File: src/rtl/bank_burst_ctrl.sv
// bank_burst_ctrl
// ----------------
// Turns single burst commands into BL = 2**BLWIDTH consecutive Bank column
// accesses, one beat per cycle. Beat addresses wrap inside the BL-aligned
// column block starting at the critical column. Read beats launch a token
// into an RD_LAT-deep pipeline, so rd_valid lines up with the Bank's dqout.
//
// Ports
//   clk, rst          clock, synchronous active-high reset
//   cmd_valid/ready   command handshake (ready only while idle)
//   cmd_wr            0 = read burst, 1 = write burst
//   cmd_row, cmd_col  target row and critical column, sampled on accept
//   wr_data, wr_beat  write beat data in; wr_beat marks the cycles it is used
//   rd_data, rd_valid read beat data out
//   rd_o_wr, dqin,    Bank command/write-data/read-data/address signals
//   dqout, row,
//   column
//   busy              burst in progress or read data still in flight
module bank_burst_ctrl #(
  parameter int DEVICE_WIDTH = 4,
  parameter int COLWIDTH     = 10,
  parameter int CHWIDTH      = 5,
  parameter int BLWIDTH      = 3,
  parameter int RD_LAT       = 1
) (
  input  logic                    clk,
  input  logic                    rst,
  input  logic                    cmd_valid,
  output logic                    cmd_ready,
  input  logic                    cmd_wr,
  input  logic [CHWIDTH-1:0]      cmd_row,
  input  logic [COLWIDTH-1:0]     cmd_col,
  input  logic [DEVICE_WIDTH-1:0] wr_data,
  output logic                    wr_beat,
  output logic [DEVICE_WIDTH-1:0] rd_data,
  output logic                    rd_valid,
  output logic                    rd_o_wr,
  output logic [DEVICE_WIDTH-1:0] dqin,
  input  logic [DEVICE_WIDTH-1:0] dqout,
  output logic [CHWIDTH-1:0]      row,
  output logic [COLWIDTH-1:0]     column,
  output logic                    busy
);

  typedef enum logic [1:0] {
    IDLE  = 2'd0,
    WRITE = 2'd1,
    READ  = 2'd2
  } state_t;

  state_t                state_reg, state_next;
  logic [BLWIDTH-1:0]    beat_reg, beat_next;
  logic [CHWIDTH-1:0]    row_reg, row_next;
  logic [COLWIDTH-1:0]   col_reg, col_next;
  logic [RD_LAT-1:0]     tok_reg, tok_next;
  logic                  last_beat;

  // The beat counter is exactly BLWIDTH bits wide, so the last beat is all ones.
  assign last_beat = &beat_reg;

  // Next-state and address sequencing. The column register already holds the
  // current beat address; the next beat only advances its low BLWIDTH bits,
  // which wrap naturally and can never carry into the upper column bits.
  always_comb begin
    state_next = state_reg;
    beat_next  = beat_reg;
    row_next   = row_reg;
    col_next   = col_reg;
    case (state_reg)
      IDLE: begin
        if (cmd_valid) begin
          state_next = cmd_wr ? WRITE : READ;
          beat_next  = '0;
          row_next   = cmd_row;
          col_next   = cmd_col;
        end
      end
      WRITE, READ: begin
        if (last_beat) begin
          // Address stays on the last beat while idle.
          state_next = IDLE;
          beat_next  = '0;
        end else begin
          beat_next = beat_reg + 1'b1;
          col_next  = {col_reg[COLWIDTH-1:BLWIDTH],
                       col_reg[BLWIDTH-1:0] + {{(BLWIDTH-1){1'b0}}, 1'b1}};
        end
      end
      default: state_next = IDLE;
    endcase
  end

  always_ff @(posedge clk) begin
    if (rst) begin
      state_reg <= IDLE;
      beat_reg  <= '0;
      row_reg   <= '0;
      col_reg   <= '0;
    end else begin
      state_reg <= state_next;
      beat_reg  <= beat_next;
      row_reg   <= row_next;
      col_reg   <= col_next;
    end
  end

  // Read token pipeline: a token enters on every read beat and emerges
  // RD_LAT cycles later, the same cycle the Bank presents that beat's data.
  // It runs independently of the FSM, so a following burst cannot disturb it.
  assign tok_next[0] = (state_reg == READ);
  for (genvar gi = 1; gi < RD_LAT; gi++) begin : g_tok
    assign tok_next[gi] = tok_reg[gi-1];
  end

  always_ff @(posedge clk) begin
    if (rst) begin
      tok_reg <= '0;
    end else begin
      tok_reg <= tok_next;
    end
  end

  assign cmd_ready = (state_reg == IDLE);
  assign rd_o_wr   = (state_reg == WRITE);
  assign wr_beat   = (state_reg == WRITE);
  assign dqin      = wr_data;
  assign row       = row_reg;
  assign column    = col_reg;
  assign rd_valid  = tok_reg[RD_LAT-1];
  // Gated so rd_data reads zero whenever no beat is being returned.
  assign rd_data   = rd_valid ? dqout : '0;
  assign busy      = (state_reg != IDLE) || (|tok_reg);

endmodule

File: config.mk
export PLATFORM = sky130hd
export DESIGN_NAME = bank_burst_ctrl
export DESIGN_NICKNAME = d
export VERILOG_FILES = /design/src/rtl/bank_burst_ctrl.sv
export SDC_FILE = /design/constraint.sdc
export NUM_CORES = 1
export LEC_CHECK = 0
export CORE_UTILIZATION = 38
export CTS_CLUSTER_DIAMETER = 100
export DETAILED_ROUTE_END_ITERATION = 8
export PLACE_DENSITY = 0.8
export SYNTH_ARGS = -nofsm -noshare
export SYNTH_HDL_FRONTEND = slang
export SYNTH_SLANG_ARGS = --single-unit
File: constraint.sdc
create_clock -name clk -period 2.05 [get_ports clk]
set_clock_uncertainty 0.1 [all_clocks]
set_input_delay 0.205 -clock clk [delete_from_list [all_inputs] [get_ports clk]]
set_output_delay 0.205 -clock clk [all_outputs]
set_load 0.05 [all_outputs]
# == Word level (Yosys, flattened, before mapping) ==
# Cells that the tools add are included.
# word_totals
inputBits,27
word_cells,36
ff_bits,21
out_inout_bits,28
# classes
n_reduce_logical,11
n_bitwise,1
muxes,11
eq_ne,5
add_sub_neg,2
# op_table
op,n
one-hot mux 10 bit (2 select lines),1
two-way mux 10 bit,1
two-way mux 3 bit,3
AND reduction 3 bit,3
"adder 3 x 1 -> 3 bit, second input constant",2
two-way mux 2 bit,3
"!= test 2 bit, second input constant",3
one-hot mux 3 bit (2 select lines),1
AND reduction 2 bit,3
two-way mux 4 bit,1
one-hot mux 2 bit (2 select lines),1
nonzero test 2 bit,2
"equality test 2 x 1 -> 1 bit, second input constant",1
"equality test 2 bit, second input constant",1
logical NOT 2 bit,1
OR reduction 2 bit,1
logical OR 1 bit,1
NOT 1 bit,1

# == Longest topological paths before layout ==
# depth
depth_word,4
mapped_depth,7
depth_no_buf,5

# == Worst setup path before layout ==
# No wires, ideal clock.
# synth_path
path_type,reg-to-reg
from,register state_reg[0]
to,register col_reg[1] (netlist: column[1])
setup_ps,71
path_slack_ps,146
synth_period_minus_slack_ps,1904
n_path_buf,0
arrival_time_ps,1733
path_stages_with_launch,6
t_required_ps,1879
path_cell_list,dfxtp_1 inv_1 ha_1 mux2i_1 or3_1 a21oi_1
# synth_between
elab_cells_between_ends,9
cone_classes,eq/ne: 4; mux: 1; reduce/logical: 4
# synth_lines
element,line_no,source
start: declaration,51,"state_t state_reg, state_next;"
start signal: assignment,100,state_reg <= state_next;
logical NOT 2 bit (*),--,
named net cmd_ready,29,"output logic cmd_ready,"
!= test 2 bit (no line) / nonzero test 2 bit (equally long branches),--,
AND reduction 3 bit (no line),--,
end signal: assignment,103,col_reg <= col_next;
end: declaration,54,"logic [COLWIDTH-1:0] col_reg, col_next;"
# Mark *: on every way through the listed nets, which the timed path passes. The rest lies on a longest branch. The select of a mux whose other input is x is not followed.
# A chain may end at the register's enable or synchronous reset.

# == Final worst setup path ==
# layout_path
from,register col_reg[0] (netlist: column[0])
to,output port column[0]
# layout_lines
element,line_no,source
end: declaration,41,"output logic [COLWIDTH-1:0] column,"
# No word-level cell between the ends.

==> results summary <==
The total overflow reported by the global router came out at 0. The width of the die came out at 53.5 µm. The starting utilization of the core area came out at 40.2%.

After clock tree synthesis, the clock-pin slew on the worst setup and hold paths is 120 ps. Clock latency on the worst-skew pair, taken at its later pin, is 310 ps. In this run the worst setup path begins at column[0]. The cell sitting at the root of the clock tree is a clkbuf_4.

The first-pass GRT wire length is 3570 µm. The register with the most flip-flops in the layout has 10 of them. The reg-to-reg startpoint is state_reg[0]. The total of flip-flops plus latches after synthesis came out at 21. The largest fanout on the critical path came out at 5.

On the critical path the largest part of the delay comes from buffers and inverters. The pin count of the biggest net entering global routing is 21. The post-detailed-route wirelength per cell came out at 12.6 µm. The count of boundary I/O pins came out at 55. The netlist area before placement is 1010 µm². The flow ran to the end, and the final reports show no timing, DRC or antenna violations.

The share of final-layout standard cells stronger than drive strength 1 came out at 8.50%. In the layout the commonest cells are clkdlybuf4s50_1 (38), dfxtp_1 (21), nand2_1 (11), nor2_1 (11). In this run the tightest slew margin relative to its limit is 61.9%. Routability-driven placement finished with a final weighted congestion of 0.708. The all-layer global routing usage came out at 17.4%. The share of Yosys cell area claimed by the top area cell type came out at 41.8%. The cell depth of the worst setup path came out at 1. The post-layout worst setup margin came out at 175 ps. The largest total area in the synthesized netlist belongs to dfxtp_1.

The sum of negative setup slack is 0 ps. The total power per unit cell area is 737 nW/µm². In the post-synthesis netlist, the biggest area contributors are dfxtp_1 (42%), mux2i_1 (9.0%), ha_1 (7.5%), a21oi_1 (4.5%), nand2_1 (4.1%). The achievable clock frequency came out at 533 MHz. The required time of the critical path came out at 1750 ps. The worst supply voltage drop on vdd came out at 0.552 mV.

The slack of the worst reg-to-reg path is 180 ps. The path class of the tightest hold or removal check is input port to output port. The area added between synthesis and finish came out at 47.8%. The startpoint identified for the worst hold timing path is wr_data[3].

Counting the buffers created by CTS gives 3. The total number of nets in the final design came out at 187. The post-synth net total is 145. After the first detailed-routing iteration, the DRC count stood at 7. The data arrival time of the critical path came out at 1570 ps. The maximum cell stage delay along the critical path came out at 830 ps. OpenSTA, run right after detailed placement, puts the worst setup slack at 114 ps.

The total DRC errors in the routed layout came out at 0. The vertical die dimension is 53.5 µm. The worst hold path stage count came out at 0. The final max-slew violation count was 0. The total setup violations reported at the end of the flow came out at 0. The worst reg2reg path depth came out at 5. The core region is 2500 µm². For this block, the routed nets add up to 2310 µm of wire. The worst register-to-register path ends at column[1]. The number of buffer cells added on primary ports is 46. The actual transition at the worst max-transition pin came out at 556 ps. Across the run, the number of max-cap violations was 0.

The first-pass iteration count of the detailed router is 4. The maximum level of the CTS H-tree came out at 1. The termination of the worst setup path is column[0]. The signal on the critical path passes through clkdlybuf4s50_1. Setup repair after global routing left no endpoint under its margin.

For this design, the slowest cell found on the critical path is clkdlybuf4s50_1. The die covers 2860 µm². Detailed placement ended at an HPWL of 1800 µm.

The mean post-synth cell area is 8.98 µm². The via count of the first global-routing pass was 855. STA classifies the critical path startpoint as a flop.

The detail route stage leaves a number of antenna-violating nets equal to 0. By startpoint and endpoint, the worst setup path is classified as flop to output port. The detailed router placed 912 vias in this run. The initial antenna violation count came out at 0. Leaving out fill and tap cells, the most frequent cell in the layout is clkdlybuf4s50_1. The register area share after synthesis is 41.8%. The longest clock path from root to sink contains 2 buffers. The count of buffer and inverter cells on the critical path came out at 1.

The minimum period implied by the final worst setup slack is 1870 ps. After layout, the worst path uses 91.4% of the clock period. The clock tree from TritonCTS is done. The sink count of the clock tree came out at 21. The count of final hold-check violations is 0.

The sort of element at the end of the critical path is an output port. The distinct cell type count after synthesis came out at 22. In this run the static leakage power is 0.647 nW. After floorplanning, the core was divided into 18 placement rows. The warning count from the yosys run is 0.

The post-synthesis cell count is 112. Using the TritonRoute via totals, the vias-per-cell ratio works out to 4.98. The repair_antennas step left the layout with diodes totalling 0.
[cells in the mapped netlist]
cell	instances
mux2i_1	9
ha_1	6
buf_2	2
nand2_1	11
nand3b_1	3
buf_4	5
dfxtp_1	21
o21bai_1	1
clkbuf_1	3
inv_1	2
o21ai_0	4
nor2_1	11
nor2b_1	4
a21oi_1	9
a32oi_1	3
a2111oi_2	1
and2_1	6
nand2b_1	5
or2b_1	2
nor3_1	1
a2111oi_0	1
or3_1	2
[layer usage]
layer  up-vias  global-route usage [%]  wire length (µm)  share of wire [%]
met2        35                    32.3              1190                 52
met1       418                    17.6               928                 40
met4         0                    7.46                12               0.52
met5         -                       0                 0                  0
met3         2                    5.17               170                7.4
li1        457                       -                 -                  -
[where the power goes]
group	switching, W	total (W)	internal, W
combinational	0.000252	0.000427	0.000176
clock	0.000130	0.000203	0.0000728
sequential	0.0000227	0.000465	0.000442
[stage by stage]
stage               area [µm²]  utilization [%]  cells  hold slack, ps  power, W
floorplan                 1010                -    112             241  0.000771
global placement          1450             58.0    179             310  0.000889
detailed placement        1450             58.0    179             310  0.000900
CTS                       1480             59.1    183             310   0.00110
global route              1490             59.5    183             310   0.00116
finish                    1490             59.5    183             310   0.00110
[area by class of cell]
cell class / instances / area (µm²)
clock buffers: 3 / 22.5
clock inverters: 1 / 5.00
fillers: 222 / 1010
inverters: 2 / 7.51
multi-input cells: 79 / 523
flip-flops and latches: 21 / 420
well taps: 30 / 37.5
repair buffers: 47 / 470
[repair_timing]
action / in CTS / in global routing
hold buffers: 0 / 0
endpoints found under the setup margin: 0 / 4
buffers inserted: 0 / 0
resized for setup: 0 / 4
[worst min-delay path by stage]
stage / end / slack, ps
CTS: dqin[0] / 310
global route: row[0] / 310
finish: dqin[3] / 310
floorplan: row[0] / 240
global placement: dqin[0] / 310
detailed placement: dqin[0] / 310
[kinds of logic (layout without fill, tap and decap cells)]
family / after synthesis / count (layout) / synth area share [%]
compound gates: 19 / 19 / 12.2
fa+ha+maj: 6 / 6 / 7.46
buf+inv: 12 / 53 / 6.59
flops: 21 / 21 / 41.8
mux: 9 / 9 / 8.96
simple gates: 45 / 45 / 23.0
Note: power is estimated with default switching activity, not from simulation.
